--- src/rtl/midi_pkg.sv ---
`timescale 1ns/1ps
`default_nettype none
// ============================================================================
//  Module   : midi_pkg
//  Purpose  : Shared MIDI status/controller constants and the allocator FSM
//             state type.
//  Revision : 1.0  initial release
// ============================================================================
package midi_pkg;

  // Status-byte high nibbles
  localparam logic [3:0] NOTE_OFF = 4'h8;
  localparam logic [3:0] NOTE_ON  = 4'h9;
  localparam logic [3:0] CC       = 4'hB;

  // Controller numbers with special meaning
  localparam logic [6:0] CC_SUSTAIN = 7'd64;
  localparam logic [6:0] CC_ALL_OFF = 7'd123;

  // Allocator sequencing states
  typedef enum logic [1:0] {
    ST_IDLE   = 2'd0,
    ST_DECIDE = 2'd1,
    ST_GAP    = 2'd2,
    ST_ACKW   = 2'd3
  } state_t;

endpackage : midi_pkg
`default_nettype wire

--- src/rtl/voice_select.sv ---
`timescale 1ns/1ps
`default_nettype none
// ============================================================================
//  Module   : voice_select
//  Purpose  : Single-cycle choice of the voice that receives a note-on.
//             Priority: retrigger of a sounding/held voice with the same
//             note, else the oldest free voice, else the oldest voice
//             overall (steal). Also reports whether that voice is gated.
//  Revision : 1.0  initial release
// ============================================================================
module voice_select #(
  parameter int NUM_VOICES = 4
) (
  input  logic [NUM_VOICES-1:0]                         i_gate,
  input  logic [NUM_VOICES-1:0]                         i_held,
  input  logic [NUM_VOICES-1:0][6:0]                    i_note,
  input  logic [NUM_VOICES-1:0][$clog2(NUM_VOICES)-1:0] i_rank,
  input  logic [6:0]                                    i_p1,
  output logic [$clog2(NUM_VOICES)-1:0]                 o_v,
  output logic                                          o_needs_gap
);

  localparam int RW = $clog2(NUM_VOICES);

  logic [NUM_VOICES-1:0] w_match;
  logic [NUM_VOICES-1:0] w_free_top;
  logic [NUM_VOICES-1:0] w_oldest;
  logic [NUM_VOICES-1:0] w_pick;
  logic [NUM_VOICES-1:0] w_onehot;

  // Per-voice candidate flags; ranks form a permutation so the free-top and
  // oldest vectors are at most one-hot
  always_comb begin
    w_match    = '0;
    w_free_top = '0;
    w_oldest   = '0;
    for (int i = 0; i < NUM_VOICES; i++) begin
      w_match[i]    = (i_note[i] == i_p1) && (i_gate[i] || i_held[i]);
      w_oldest[i]   = (i_rank[i] == RW'(NUM_VOICES - 1));
      w_free_top[i] = ~i_gate[i];
      for (int j = 0; j < NUM_VOICES; j++) begin
        if (!i_gate[j] && (i_rank[j] > i_rank[i])) begin
          w_free_top[i] = 1'b0;
        end
      end
    end
  end

  // Priority between candidate classes, then lowest-index isolate and encode
  always_comb begin
    if (|w_match) begin
      w_pick = w_match;
    end else if (|w_free_top) begin
      w_pick = w_free_top;
    end else begin
      w_pick = w_oldest;
    end
    w_onehot    = w_pick & (~w_pick + 1'b1);
    o_needs_gap = |(w_onehot & i_gate);
    o_v         = '0;
    for (int i = 0; i < NUM_VOICES; i++) begin
      if (w_onehot[i]) begin
        o_v = o_v | RW'(i);
      end
    end
  end

endmodule : voice_select
`default_nettype wire

--- src/rtl/midi_voice_allocator.sv ---
`timescale 1ns/1ps
`default_nettype none
// ============================================================================
//  Module   : midi_voice_allocator
//  Purpose  : Polyphonic voice allocator / gate sequencer. Accepts framed
//             MIDI events, assigns note-ons to voices with LRU stealing,
//             forces a gate-low gap on retrigger, handles sustain pedal and
//             all-notes-off.
//  Revision : 1.0  initial release
// ============================================================================
module midi_voice_allocator
  import midi_pkg::*;
#(
  parameter int NUM_VOICES = 4,
  parameter int GAP_CYCLES = 512
) (
  input  logic                    clk,
  input  logic                    rst_n,
  input  logic                    i_evt_valid,
  input  logic [7:0]              i_evt_command,
  input  logic [6:0]              i_evt_param1,
  input  logic [6:0]              i_evt_param2,
  output logic                    o_evt_ack,
  output logic [NUM_VOICES-1:0]   o_voice_gate,
  output logic [7*NUM_VOICES-1:0] o_voice_note,
  output logic [7*NUM_VOICES-1:0] o_voice_velocity,
  output logic                    o_busy
);

  localparam int RW = $clog2(NUM_VOICES);
  localparam int CW = $clog2(GAP_CYCLES + 1);

  state_t                         r_state;
  state_t                         w_state_nxt;

  logic [3:0]                     r_cmd;      // status nibble only (omni)
  logic [6:0]                     r_p1;
  logic [6:0]                     r_p2;

  logic [NUM_VOICES-1:0]          r_gate;
  logic [NUM_VOICES-1:0]          r_held;
  logic [NUM_VOICES-1:0][6:0]     r_note;
  logic [NUM_VOICES-1:0][6:0]     r_vel;
  logic [NUM_VOICES-1:0][RW-1:0]  r_rank;
  logic                           r_sustain;
  logic [CW-1:0]                  r_gap_cnt;
  logic [RW-1:0]                  r_v;
  logic                           r_ack;

  logic [RW-1:0]                  w_sel_v;
  logic                           w_needs_gap;
  logic                           w_is_note_on;
  logic                           w_is_note_off;
  logic                           w_is_sustain;
  logic                           w_is_all_off;

  logic                           w_latch;
  logic                           w_alloc_now;
  logic                           w_alloc_gap;
  logic                           w_note_off;
  logic                           w_sustain;
  logic                           w_all_off;
  logic                           w_gap_done;
  logic                           w_ack_nxt;

  // The channel nibble has no effect on behaviour
  logic                           w_unused_chan;
  assign w_unused_chan = ^i_evt_command[3:0];

  voice_select #(
    .NUM_VOICES (NUM_VOICES)
  ) u_voice_select (
    .i_gate      (r_gate),
    .i_held      (r_held),
    .i_note      (r_note),
    .i_rank      (r_rank),
    .i_p1        (r_p1),
    .o_v         (w_sel_v),
    .o_needs_gap (w_needs_gap)
  );

  assign w_is_note_on  = (r_cmd == NOTE_ON) && (|r_p2);
  assign w_is_note_off = (r_cmd == NOTE_OFF) || ((r_cmd == NOTE_ON) && !(|r_p2));
  assign w_is_sustain  = (r_cmd == CC) && (r_p1 == CC_SUSTAIN);
  assign w_is_all_off  = (r_cmd == CC) && (r_p1 == CC_ALL_OFF);

  // FSM state register
  always_ff @(posedge clk or negedge rst_n) begin
    if (!rst_n) begin
      r_state <= ST_IDLE;
    end else begin
      r_state <= w_state_nxt;
    end
  end

  // Next-state and per-cycle action strobes
  always_comb begin
    w_state_nxt = r_state;
    w_latch     = 1'b0;
    w_alloc_now = 1'b0;
    w_alloc_gap = 1'b0;
    w_note_off  = 1'b0;
    w_sustain   = 1'b0;
    w_all_off   = 1'b0;
    w_gap_done  = 1'b0;
    w_ack_nxt   = 1'b0;
    case (r_state)
      ST_IDLE: begin
        if (i_evt_valid) begin
          w_latch     = 1'b1;
          w_state_nxt = ST_DECIDE;
        end
      end
      ST_DECIDE: begin
        if (w_is_note_on && w_needs_gap) begin
          w_alloc_gap = 1'b1;
          w_state_nxt = ST_GAP;
        end else begin
          w_alloc_now = w_is_note_on;
          w_note_off  = w_is_note_off;
          w_sustain   = w_is_sustain;
          w_all_off   = w_is_all_off;
          w_ack_nxt   = 1'b1;
          w_state_nxt = ST_ACKW;
        end
      end
      ST_GAP: begin
        if (r_gap_cnt == '0) begin
          w_gap_done  = 1'b1;
          w_ack_nxt   = 1'b1;
          w_state_nxt = ST_ACKW;
        end
      end
      ST_ACKW: begin
        w_state_nxt = ST_IDLE;
      end
      default: begin
        w_state_nxt = ST_IDLE;
      end
    endcase
  end

  // Event capture; the copy is held until the event completes
  always_ff @(posedge clk or negedge rst_n) begin
    if (!rst_n) begin
      r_cmd <= '0;
      r_p1  <= '0;
      r_p2  <= '0;
    end else if (w_latch) begin
      r_cmd <= i_evt_command[7:4];
      r_p1  <= i_evt_param1;
      r_p2  <= i_evt_param2;
    end
  end

  // Gap countdown and the registered ack pulse
  always_ff @(posedge clk or negedge rst_n) begin
    if (!rst_n) begin
      r_gap_cnt <= '0;
      r_ack     <= 1'b0;
    end else begin
      r_ack <= w_ack_nxt;
      if (w_alloc_gap) begin
        r_gap_cnt <= CW'(GAP_CYCLES - 1);
      end else if ((r_state == ST_GAP) && (r_gap_cnt != '0)) begin
        r_gap_cnt <= r_gap_cnt - 1'b1;
      end
    end
  end

  // Per-voice state: gate, note, velocity, held, LRU rank, sustain pedal
  always_ff @(posedge clk or negedge rst_n) begin
    if (!rst_n) begin
      r_gate    <= '0;
      r_held    <= '0;
      r_note    <= '0;
      r_vel     <= '0;
      r_sustain <= 1'b0;
      r_v       <= '0;
      for (int i = 0; i < NUM_VOICES; i++) begin
        r_rank[i] <= RW'(i);
      end
    end else begin
      if (w_alloc_now || w_alloc_gap) begin
        r_v             <= w_sel_v;
        r_held[w_sel_v] <= 1'b0;
        for (int i = 0; i < NUM_VOICES; i++) begin
          if (r_rank[i] < r_rank[w_sel_v]) begin
            r_rank[i] <= r_rank[i] + 1'b1;
          end
        end
        r_rank[w_sel_v] <= '0;
      end
      if (w_alloc_now) begin
        r_note[w_sel_v] <= r_p1;
        r_vel[w_sel_v]  <= r_p2;
        r_gate[w_sel_v] <= 1'b1;
      end
      if (w_alloc_gap) begin
        r_gate[w_sel_v] <= 1'b0;
      end
      if (w_gap_done) begin
        r_note[r_v] <= r_p1;
        r_vel[r_v]  <= r_p2;
        r_gate[r_v] <= 1'b1;
      end
      if (w_note_off) begin
        for (int i = 0; i < NUM_VOICES; i++) begin
          if ((r_note[i] == r_p1) && r_gate[i]) begin
            if (r_sustain) begin
              r_held[i] <= 1'b1;
            end else begin
              r_gate[i] <= 1'b0;
            end
          end
        end
      end
      if (w_sustain) begin
        r_sustain <= r_p2[6];
        // Pedal release drops every voice that was only sounding because of it
        if (r_sustain && !r_p2[6]) begin
          r_gate <= r_gate & ~r_held;
          r_held <= '0;
        end
      end
      if (w_all_off) begin
        r_gate <= '0;
        r_held <= '0;
      end
    end
  end

  assign o_evt_ack        = r_ack;
  assign o_voice_gate     = r_gate;
  assign o_voice_note     = r_note;
  assign o_voice_velocity = r_vel;
  assign o_busy           = (r_state != ST_IDLE);

endmodule : midi_voice_allocator
`default_nettype wire

--- config.mk ---
export PLATFORM = sky130hd
export DESIGN_NAME = midi_voice_allocator
export DESIGN_NICKNAME = d
export VERILOG_FILES = /design/src/rtl/midi_pkg.sv /design/src/rtl/voice_select.sv /design/src/rtl/midi_voice_allocator.sv
export SDC_FILE = /design/constraint.sdc
export NUM_CORES = 1
export LEC_CHECK = 0
export BUFFER_PORTS_ARGS = -buffer_cell sky130_fd_sc_hd__buf_2
export CAP_MARGIN = 20
export CORE_AREA = 2 2 112 114
export DETAILED_ROUTE_END_ITERATION = 10
export DIE_AREA = 0 0 114 116
export GPL_ROUTABILITY_DRIVEN = 0
export GPL_TIMING_DRIVEN = 0
export PLACE_DENSITY = 0.75
export SYNTH_ARGS = -nofsm -noshare
export SYNTH_HDL_FRONTEND = slang
export SYNTH_HIERARCHICAL = 1
export SYNTH_SLANG_ARGS = --single-unit
--- constraint.sdc ---
create_clock -name clk -period 3.9 [get_ports clk]
set_clock_uncertainty 0.05 [all_clocks]
set_input_delay 0.585 -clock clk [delete_from_list [all_inputs] [get_ports clk]]
set_output_delay 0.585 -clock clk [all_outputs]
set_load 0.05 [all_outputs]
# Yosys cells after proc, flatten, opt, wreduce, memory -nomap -nowiden
# Index checks and enable logic that the tools add are counted.
# word_totals
memories	0
in_bits	25
word_cells	240
register_bits	106
latchBits	0
mem_bits_ro	0
mem_bits_rw	0
output_inout_bits	62
# op_classes
shifts	0
mul	0
n_addsub	6
n_lt_le_gt_ge	24
n_eq_ne	18
mux	99
bitwise_logic	16
div	0
reduce_logical	55
# op_table
cell	n
$bwmux 28	4
$mux 28	4
$mux 4	14
$mux 1	51
$logic_and 1x1->1	33
$gt 2x2->1	16
$demux 7 s2	2
$eq 7x7->1	4
$mux 2	14
$and 4x4->4	5
$mux 10	2
$eq 7x7->1 const B	2
$mux 7	2
$eq 2x2->1 const B	6
$eq 4x4->1 const B	3
$not 4->4	3
$reduce_or 4->1	3
$logic_not 10->1	1
$reduce_bool 10->1	1
$sub 10x1->10 const B	1
$add 2x1->2 const B	4
$and 8x8->8	1
$lt 2x2->1	4
$not 8->8	1
18 further kinds	37

# Logic depth before layout (Yosys ltp)
# Gate-level depths: netlist of run 1.
# depth
ltp_word	31
mapped_depth	17
mapped_depth_nobuf	16

# By module
# Netlist of run 1, hierarchy kept.
# modules_own_cells
module	n_inst	cells_per_inst	area_each_um2	seq_area_each_um2
midi_voice_allocator	1	417	5203.7	2657.5
voice_select	1	124	924.6	0.0

# Worst setup path after synthesis of run 1
# No wires, ideal clock.
# synth_timing
kind	reg2reg
from	reg r_rank[7] (netlist name)
to	reg r_rank[3] (netlist name)
setup_slack_ns	-0.155
required_time_ns	3.728
path_buffers	1
period_less_slack_ns	4.055
setup_ns	0.122
stages_incl_launch_ff	17
arrival_ns	3.883
cell_sequence	dfstp_2 -> inv_1 -> ha_1 -> nor2b_2 -> nor3_1 -> or3b_1 -> and4b_1 -> a2bb2oi_2 -> o21ba_1 -> nor2_1 -> clkbuf_1 -> mux4_2 -> inv_1 -> ha_1 -> nor3b_1 -> o21ai_0 -> a32o_1
# synth_between
elab_chain_cells	21
elab_cells_between_ends	51
classes_between	1 x add/sub; 10 x order compare; 1 x eq/ne; 22 x mux; 5 x bitwise; 12 x reduce/logical
# synth_rtl
item	line_no	source
start, declared	midi_voice_allocator.sv:44	logic [NUM_VOICES-1:0][RW-1:0] r_rank;
start signal, assigned by index	midi_voice_allocator.sv:181	r_rank[i] <= RW'(i);
start signal, assigned by index	midi_voice_allocator.sv:189	r_rank[i] <= r_rank[i] + 1'b1;
$gt 2x2->1	voice_select.sv:42	if (!i_gate[j] && (i_rank[j] > i_rank[i])) begin
$logic_and 1x1->1	voice_select.sv:42	
$mux 1 (4 in a row)	voice_select.sv:42	
$reduce_or 4->1	voice_select.sv:53	end else if (|w_free_top) begin
$mux 4 (*)	voice_select.sv:53	
$mux 4 (*)	voice_select.sv:51	if (|w_match) begin
$not 4->4	voice_select.sv:58	w_onehot = w_pick & (~w_pick + 1'b1);
$add 4x1->4	voice_select.sv:58	
[3 not listed]	n/a	
$mux 2 (*)	voice_select.sv:62	if (w_onehot[i]) begin
via w_sel_v[0]	midi_voice_allocator.sv:50	logic [RW-1:0] w_sel_v;
$bmux 2 s2 (tied with other cells)	midi_voice_allocator.sv:188	if (r_rank[i] < r_rank[w_sel_v]) begin
$mux 2 (implied by the code) or $logic_and 1x1->1 (tied branches)	midi_voice_allocator.sv:188, midi_voice_allocator.sv:192	
$lt 2x2->1 or $mux 2 (tied branches)	midi_voice_allocator.sv:188, midi_voice_allocator.sv:192	
$mux 2 or $demux 2 s2 (tied branches)	midi_voice_allocator.sv:188, midi_voice_allocator.sv:192	
$mux 2 or $not 8->8 (tied branches)	n/a	
$and 8x8->8 (no line) (*)	n/a	
# Mark *: on every way through the listed nets, which the timed path passes. The rest lies on a longest branch. The select of a mux whose other input is x is not followed.
# A chain may end at the register's enable or synchronous reset.

# Worst setup path after layout of run 1
# layout_timing
from	reg r_rank[7] (netlist name)
to	reg r_vel (netlist bit o_voice_velocity[6])
# layout_between
elab_cells_between_ends	45
classes_between	1 x add/sub; 9 x order compare; 1 x eq/ne; 20 x mux; 3 x bitwise; 11 x reduce/logical
# layout_rtl
item	line_no	source
$gt 2x2->1	voice_select.sv:42	
$logic_and 1x1->1	voice_select.sv:42	
$mux 1 (4 in a row)	voice_select.sv:42	
$reduce_or 4->1	voice_select.sv:53	
$mux 4 (*)	voice_select.sv:53	
$mux 4 (*)	voice_select.sv:51	
$not 4->4	voice_select.sv:58	
$add 4x1->4	voice_select.sv:58	
[2 not listed]	n/a	
$reduce_or 4->1 (*)	voice_select.sv:59	o_needs_gap = |(w_onehot & i_gate);
via w_needs_gap	midi_voice_allocator.sv:51	logic w_needs_gap;
$logic_and 1x1->1 (*)	midi_voice_allocator.sv:115	if (w_is_note_on && w_needs_gap) begin
$mux 1 (*)	midi_voice_allocator.sv:115	
$mux 1 (*)	midi_voice_allocator.sv:107	case (r_state)
$mux 28 (*)	midi_voice_allocator.sv:194	if (w_alloc_now) begin
$bwmux 28	midi_voice_allocator.sv:204	r_vel[r_v] <= r_p2;
$mux 28 (*)	midi_voice_allocator.sv:202	if (w_gap_done) begin
end signal, assigned by index	midi_voice_allocator.sv:196	r_vel[w_sel_v] <= r_p2;
end signal, assigned by index	midi_voice_allocator.sv:204	
end, declared	midi_voice_allocator.sv:43	logic [NUM_VOICES-1:0][6:0] r_vel;
# Mark *: on every way through the listed nets, which the timed path passes. The rest lies on a longest branch.

==> results.md, run 1 <==
* Outcome: finished, final reports clean
* H-tree Lvls at 3
* Worst r2r src: r_rank[7]
* Post-Syn Nets at 587
* Largest fanout on the critical path at 7
* Residual DRC at 0
* Most frequent cells in the layout: dfrtp_1, buf_2, mux2_2
* Achievable Freq at around 0.26 GHz
* Area after DPL at 6760 um^2
* I/O pins at a little under 90
* Die Y at about 120 um
* Peak supply drop at about 450 uV
* PwrDens at ~760 nW/um^2
* GRT Total Usage at between 20% and 30%
* Longest Clk Path Bufs at 2
* Router iterations before antenna repair at 5
* Final worst path period share at around 100%
* P&R area growth vs syn at 26.0%
* First-pass GRT wire length at 25.5 mm
* Ys Warns at 6
* Multi-input logic area at 3560 um^2
* # port buffers at slightly above 80
* Count of cell types in the netlist at 67
* Fraction of layout cells with a size suffix above 1 at about 41%
* Slew @ Worst Pin at between 0.9 and 1 ns
* Initial antenna violation count at 0
* Met2 Routed Length at between 8 and 9 mm
* Worst min path class: input port to asynchronous set/reset pin
* Post-synthesis sequential area ratio at a little over two fifths
* Max Slew Vio Count at 0
* Reg-to-Reg End: o_voice_velocity[6]
* Syn_area_per_cell at between 10 and 15 um^2
* Leakage at 3.58 nW
* HPWL after detailed placement at approximately 11 mm
* Syn Inst Count at ~540
* Synthesized flop and latch total at ~110
* DR vias/cell at between 6 and 7
* Initial core utilization at 51.4%
* Most common cell after layout, fill and taps aside: dfrtp_1
* CTS Root Buffer Type: clkbuf_16
* Top area cells in the synthesized netlist: dfrtp_1, mux2_2, xnor2_1
* Ys async rst share at between 90% and 100%
* Yosys top cell by area: dfrtp_1
* Final setup violation count at 0
* Max Cap Viol at 0
* Drt wl/cell at 20.4 um
* Core Box Area at ~12000 um^2
* Sink Count at 106
* Via count at 4898
* # diodes at 0
* Largest net degree at the start of global routing at 56
* Detail Route Antenna Nets at 0
* DRC marker count from the first detailed-route iteration at ~400
* Crit path launch type: register
* Highest metal used: met4
* Layout net count at 706
* Die Area at 13200 um^2
* RSZ-0062 raised after global routing: yes
* Metal3 WL at roughly 780 um
* Most used flip-flop cell after synthesis: dfrtp_1
* Horiz. Die Dim at approximately 110 um
* Post-synth EDFFs at 0
* Clock-pin slew on the worst setup and hold paths at approximately 0.070 ns
* Vias in the first global route at a little under 5k
* Crit Path Class: register to register
* Later-pin clock latency in the skew report at ~0.35 ns
* Post-synth top area share at a little over two fifths
* Total grt overflow at 0
* Final Cell Area at just under 8000 um^2
* Total power at just under 0.006 W
* Data required time of the worst path at a little over 4 ns
* Max transition margin at between 30% and 40%
* Worst r2r path cells at 14
* Period minus WS final at 3.89 ns
* FF-to-FF setup slack at roughly 0.014 ns
* Fillers at about 880
* TritonCTS buffer count at 9
* Final Hold Vio Count at 0
* Reg area at approximately 2700 um^2
* Critical Path AT at between 4 and 5 ns
* Num rows at 40
* Drt total wl at 16.5 mm
* Wl on met1 at roughly 6.7 mm
* Area of the mapped netlist at 6130 um^2
* CTS tree: done
* Worst setup EP type: register
==> metrics by stage <==
| stage | hold slack [ns] | utilization, % | std cells | worst slack, ns | setup TNS, ns |
|---|---|---|---|---|---|
| 2_1_floorplan | 0.239 | - | 541 | 0.0156 | 0 |
| 5_1_grt | 0.277 | 64.8 | 812 | -0.131 | -2.23 |
| 3_5_place_dp | 0.441 | 56.7 | 771 | -0.494 | -16.01 |
| 4_1_cts | 0.251 | 62.2 | 804 | -0.00596 | -0.0195 |
| 6_report | 0.217 | 64.8 | 812 | 0.0142 | 0 |
| 3_3_place_gp | 0.436 | 56.5 | 770 | -0.302 | -9.42 |
==> critical path, stage by stage (launching register included) <==
cell	delay [ns]
dfstp_2	0.57
inv_4	0.06
ha_4	0.27
nor2b_4	0.13
nor3_1	0.06
or3b_4	0.43
and4b_1	0.22
a2bb2oi_4	0.17
or3b_4	0.41
a221oi_4	0.36
a2111oi_4	0.10
buf_12	0.19
a32o_2	0.27
clkbuf_16	0.19
mux2_4	0.30
==> how the worst max path moves through the flow <==
stage               depth (start not counted)       from                   end
finish                                     14  r_rank[7]   o_voice_velocity[6]
global route                               15  r_rank[5]             r_rank[3]
CTS                                        14  r_rank[7]  o_voice_velocity[14]
detailed placement                         16  r_rank[7]             r_rank[3]
global placement                           16  r_rank[7]             r_rank[3]
floorplan                                  16  r_rank[7]             r_rank[3]
==> Yosys cell counts, types with 4 or more instances <==
master    count
a211oi_1      4
a21o_1        4
a21oi_1      22
a32o_1        7
and4b_1       4
buf_6         5
clkbuf_1     12
dfrtp_1     102
dfstp_2       4
ha_1         21
inv_1        24
mux2_2       59
mux2_4       18
nand2_1      26
nand3_1       6
nand4_1       9
nor2_1       29
nor2b_1       7
nor3_1        9
nor4_1        6
o211ai_1      4
o21ai_0      25
or3_1         7
or4_1         5
xnor2_1      33
xor2_1       25
==> where the power goes <==
group	switching (W)	leakage (nW)	internal [W]
clock network	0.000410	0.158	0.000600
logic	0.00182	2.05	0.00112
registers	0.000467	1.37	0.00145
total	0.00270	3.58	0.00317
==> registers in the layout, summed over array words and instances, names as in the netlist, 4 cells and up <==
name and count:
o_voice_note 28, o_voice_velocity 28, r_gap_cnt 10, r_rank 8, r_p1 7, r_p2 7
o_voice_gate 4, r_cmd 4, r_held 4
==> logic make-up (layout without fill, tap and decap cells) <==
kind of cell / Yosys count / count (layout) / synth area share [%]
fa+ha+maj: 21 / 21 / 4.29
flops: 106 / 106 / 43.4
mux: 80 / 80 / 15.9
xor+xnor: 58 / 58 / 8.29
buf+inv: 45 / 169 / 3.92
compound gates: 93 / 93 / 10.9
simple gates: 138 / 138 / 13.3
==> routing by layer <==
layer  track usage, %  up-vias
li1                 -     2194
met1             31.9     2479
met2             42.2      174
met3             3.14       51
met4             10.7        0
met5                0        -
==> area by class of cell <==
type / instances / share of cell area, %
inverter: 24 / 1.23
buffer: 17 / 1.65
timing repair buffer: 112 / 9.85
multi-input combinational: 390 / 46.1
clock inverter: 5 / 1.09
sequential: 106 / 34.5
tap: 147 / 2.38
clock buffer: 11 / 3.27
==> what timing repair did <==
item                       in CTS  in global routing
setup endpoints to repair      69                 69
hold endpoints to repair        0                  0
hold buffers                    0                  0
buffers inserted               17                 10
gates resized for setup        28                 61
pin swaps                      15                 21
cloned                          1                  1
(Power assumes the default switching activity.)
==> run 2: changes to the inputs <==
--- a/config.mk
+++ b/config.mk
@@ -11,8 +11,8 @@
 export DETAILED_ROUTE_END_ITERATION = 10
 export DIE_AREA = 0 0 114 116
 export GPL_ROUTABILITY_DRIVEN = 0
-export GPL_TIMING_DRIVEN = 0
 export PLACE_DENSITY = 0.75
+export RECOVER_POWER = 100
 export SYNTH_ARGS = -nofsm -noshare
 export SYNTH_HDL_FRONTEND = slang
 export SYNTH_HIERARCHICAL = 1
==> results.md, run 2 (synthesis results as in run 1) <==
* Outcome: finished, violations left
* Failing checks: max-capacitance violations, max-slew violations, negative setup slack
* H-tree Lvls at 3
* Worst min path class: input port to asynchronous set/reset pin
* Final Instance Count excl. Fillers at 806
* Peak supply drop at between 300 and 400 uV
* Slew @ Worst Pin at between 1.5 and 2 ns
* Dpl cells at a little under 800
* Clock-pin slew on the worst setup and hold paths at 0.07 ns
* Fillers at ~960
* Vias in the first global route at 4774
* Die Area at between 10000 and 15000 um^2
* Most frequent cells in the layout: dfrtp_1, clkbuf_1, mux2_2
* Pre-CTS setup slack at -0.133 ns
* # diodes at 0
* Router iterations before antenna repair at 4
* Max Slew Vio Count at 65
* PwrDens at 767 nW/um^2
* First-pass GRT wire length at around 24 mm
* GRT Total Usage at a little under a quarter
* Drt total wl at 15.2 mm
* Final worst path period share at 101%
* Total grt overflow at 0
* HPWL after detailed placement at ~11 mm
* DRC marker count from the first detailed-route iteration at roughly 280
* RSZ-0062 raised after global routing: yes
* Die Y at around 120 um
* Layout net count at 700
* CTS Root Buffer Type: clkbuf_16
* Worst setup EP type: register
* Sink Count at around 110
* Setup slack after layout at -0.0362 ns
* Longest Clk Path Bufs at 2
* Fraction of layout cells with a size suffix above 1 at approximately a third
* # port buffers at approximately 80
* Detail Route Antenna Nets at 0
* Crit path launch type: register
* TritonCTS buffer count at 9
* Residual DRC at 0
* Leakage at ~3.3 nW
* Final Hold Vio Count at 0
* Num rows at 40
* Later-pin clock latency in the skew report at around 0.35 ns
* Worst r2r path cells at 14
* Largest net degree at the start of global routing at 80
* Via count at 4748
* Final setup violation count at 4
* Critical Path AT at between 4 and 5 ns
* Data required time of the worst path at just over 4 ns
* Initial antenna violation count at 0
* Hold slack at roughly 0.27 ns
* Horiz. Die Dim at about 110 um
* Max Cap Viol at 1
* I/O pins at 87
* Initial core utilization at 51.4%
* Largest fanout on the critical path at 6
* Crit Path Class: register to register
* DR vias/cell at a little under 6
* Most common cell after layout, fill and taps aside: dfrtp_1
* Cts hold-fix bufs at 0
* Drt wl/cell at between 15 and 20 um
* Max transition margin at -5.27%
* Period minus WS final at ~4 ns
* P&R area growth vs syn at 20.2%
* Achievable Freq at 0.254 GHz
* CTS tree: done
* Core Box Area at between 10000 and 15000 um^2
[run 2: path summary, 6_finish.rpt]
kind                                     start             endpoint  slack (ns)
setup / recovery                     r_rank[5]     o_voice_note[27]       -0.04
hold / removal                           rst_n     o_voice_note[10]        0.27
setup reg to reg                     r_rank[5]     o_voice_note[27]       -0.04
hold reg to reg            o_voice_velocity[9]  o_voice_velocity[9]        0.46
max in group asynchronous                rst_n  o_voice_velocity[4]        0.99
min in group clk               i_evt_param1[1]              r_p1[1]        0.42
[run 2: power by group]
| part | switching (W) | internal, W |
|---|---|---|
| logic | 0.00171 | 0.00104 |
| registers | 0.000476 | 0.00145 |
| clock network | 0.000397 | 0.000578 |
[run 2: critical path, cell delays in order, from the launching register on]
cell and delay [ns]:
dfstp_2 0.55, inv_2 0.07, ha_4 0.27, nor2b_4 0.13
o31ai_1 0.07, or3_4 0.42, and4b_1 0.25, a2bb2oi_4 0.19
or3b_4 0.43, a221oi_4 0.38, a2111oi_4 0.11, a32oi_2 0.28
buf_4 0.17, clkbuf_16 0.13, mux2_2 0.32
[run 2: layout make-up]
type	instances	area, um^2	area share (%)
multi-input combinational	390	3440	46.7
inverter	24	90.1	1.22
tap	147	184	2.50
timing repair buffer	123	673	9.14
sequential	106	2660	36.1
clock inverter	5	77.6	1.05
clock buffer	11	243	3.29
[run 2: metal layers]
| metal | wire length [um] | GRT usage [%] |
|---|---|---|
| met1 | 6480 | 29.8 |
| met3 | 590 | 3.97 |
| met5 | 0 | 0 |
| met2 | 7840 | 40.0 |
| met4 | 322 | 8.29 |
[run 2: repair_timing]
item | 4_1_cts | 5_1_grt
setup endpoints to repair | 64 | 64
gates resized for setup | 40 | 19
pin swaps | 14 | 10
gates cloned | 1 | 0
setup buffers | 4 | 1
[run 2: metrics by stage]
step / utilization (%) / setup TNS (ns) / instance area, um^2 / power (W)
final: 61.8 / -0.126 / 7370 / 0.00565
after global placement: 57.6 / 0 / 6860 / 0.00450
after detailed placement: 57.6 / -1.77 / 6860 / 0.00462
after CTS: 62.1 / 0 / 7400 / 0.00566
after global routing: 61.8 / -1.48 / 7370 / 0.00595
after floorplan: - / 0 / 6130 / 0.00388
==> run 3: changes to the inputs <==
--- a/config.mk
+++ b/config.mk
@@ -7,11 +7,12 @@
 export LEC_CHECK = 0
 export BUFFER_PORTS_ARGS = -buffer_cell sky130_fd_sc_hd__buf_2
 export CAP_MARGIN = 20
-export CORE_AREA = 2 2 112 114
+export CORE_AREA = 2 2 110 112
+export CTS_BUF_LIST = sky130_fd_sc_hd__clkbuf_4 sky130_fd_sc_hd__clkbuf_8
 export DETAILED_ROUTE_END_ITERATION = 10
-export DIE_AREA = 0 0 114 116
+export DIE_AREA = 0 0 112 114
 export GPL_ROUTABILITY_DRIVEN = 0
-export PLACE_DENSITY = 0.75
+export PLACE_DENSITY = 0.78
 export RECOVER_POWER = 100
 export SYNTH_ARGS = -nofsm -noshare
 export SYNTH_HDL_FRONTEND = slang
==> results.md, run 3 (synthesis results as in run 1) <==
* Via count at roughly 4.8k
* Area after DPL at approximately 7000 um^2
* Min-delay src: i_evt_param2[1]
* Router iterations before antenna repair at 5
* P&R area growth vs syn at 23.7%
* Worst r2r src: r_rank[5]
* Dpl cells at a little under 800
* Die Y at about 110 um
* Critical Path AT at about 4.2 ns
* Fraction of layout cells with a size suffix above 1 at between 30% and 40%
* Peak supply drop at about 430 uV
* Longest Clk Path Bufs at 2
* DRC marker count from the first detailed-route iteration at between 200 and 250
* Slew @ Worst Pin at about 2.2 ns
* Worst setup EP type: register
* Drt wl/cell at around 19 um
* CTS Root Buffer Type: clkbuf_8
* First-pass GRT wire length at roughly 23 mm
* Clock-pin slew on the worst setup and hold paths at approximately 0.11 ns
* Largest fanout on the critical path at 4
* FF-to-FF setup slack at -0.04 ns
* Vias in the first global route at slightly below 5k
* DR vias/cell at 5.88
* Horiz. Die Dim at approximately 110 um
* Initial antenna violation count at 0
* Sink Count at 106
* GRT Total Usage at a little under a quarter
* Num rows at 40
* Later-pin clock latency in the skew report at roughly 0.38 ns
* Die Area at between 10000 and 15000 um^2
* Final setup violation count at 12
* Layout net count at 705
* Final Instance Count excl. Fillers at between 800 and 900
* Core Box Area at about 12000 um^2
* Crit path launch type: register
* Cells on Worst Hold Path at 2
* Final Hold Vio Count at 0
* CTS tree: done
* Achievable Freq at around 0.25 GHz
* Fillers at 923
* Most frequent cells in the layout: dfrtp_1, clkbuf_1, mux2_4
* Residual DRC at 0
* Pre-CTS setup slack at -0.139 ns
* Reg-to-Reg End: r_rank[3]
* RSZ-0062 raised after global routing: yes
* Total grt overflow at 0
* # diodes at 0
* Max Cap Viol at 1
* Total power at 0.00554 W
* Worst r2r path cells at 15
* Max Slew Vio Count at 44
* I/O pins at between 80 and 90
* Final Cell Area at between 7000 and 8000 um^2
* Most common cell after layout, fill and taps aside: dfrtp_1
* HPWL after detailed placement at roughly 11 mm
* Multi-input logic area at 3700 um^2
* Leakage at between 3 and 4 nW
* Period minus WS final at 3.94 ns
* Crit Path Class: register to register
* Max transition margin at -49.9%
* Final worst path period share at 101%
* Failing checks: max-capacitance violations, max-slew violations, negative setup slack
* Worst min path class: input port to register
* Drt total wl at about 16 mm
* Hold Crit Endpoint: r_p2[1]
* PwrDens at roughly 730 nW/um^2
* Outcome: finished, violations left
* # port buffers at between 80 and 90
* Detail Route Antenna Nets at 0
* Reg area at about 2700 um^2
* TritonCTS buffer count at 9
* H-tree Lvls at 3
* Data required time of the worst path at 4.12 ns
* Final TNS setup at -0.197 ns
* Largest net degree at the start of global routing at 44
* Initial core utilization at 52.3%
* Setup slack after layout at -0.0428 ns
## run 3: power by group
part	internal (W)	switching (W)
Sequential	0.00145	0.000521
Clock	0.000244	0.000405
Combinational	0.00119	0.00174
## run 3: area by class of cell
cell class | instances | share of cell area (%)
repair buffers | 128 | 9.98
multi-input cells | 390 | 48.8
clock inverters | 7 | 0.809
inverters | 24 | 1.22
well taps | 147 | 2.43
flip-flops and latches | 106 | 35.1
clock buffers | 9 | 1.63
## run 3: per-stage QoR
stage | hold WS, ns | util [%]
floorplan | 0.239 | -
global placement | 0.436 | 58.5
detailed placement | 0.442 | 58.5
CTS | 0.136 | 61.1
global route | 0.373 | 64.7
finish | 0.385 | 64.7
## run 3: layer usage
metal / global-route usage, % / vias up / wire (um)
li1: - / 2194 / -
met1: 29.6 / 2443 / 6730
met2: 38.4 / 105 / 8110
met3: 3.19 / 27 / 502
met4: 9.67 / 0 / 357
met5: 0 / - / 0
## run 3: how the worst max path moves through the flow
stage                   start                to  slack, ns  depth (start not counted)
finish              r_rank[5]         r_rank[3]      -0.04                         15
global placement    r_rank[5]         r_rank[3]       0.03                         15
CTS                 r_rank[5]         r_rank[3]      0.001                         15
global route        r_rank[2]  o_voice_note[16]      -0.20                         15
detailed placement  r_rank[5]         r_rank[3]      -0.14                         15
floorplan           r_rank[7]         r_rank[3]       0.02                         16
## run 3: repair_timing
item | in CTS | in global routing
setup buffers | 4 | 6
gates resized for setup | 24 | 97
pin swaps | 12 | 28
hold buffers | 0 | 0
endpoints found under the setup margin | 63 | 69
cloned | 0 | 1
## run 3: worst max-delay path, stage by stage, from the launching register on
cell and delay (ns):
dfstp_2 0.62, buf_6 0.12, ha_4 0.19, nor2b_4 0.13
or3_1 0.36, nand4b_1 0.12, and4b_1 0.25, a2bb2oi_4 0.21
o21ba_1 0.18, nor2_2 0.14, mux4_2 0.54, inv_2 0.11
ha_4 0.21, nor3b_4 0.24, o21ai_2 0.12, a32o_1 0.22
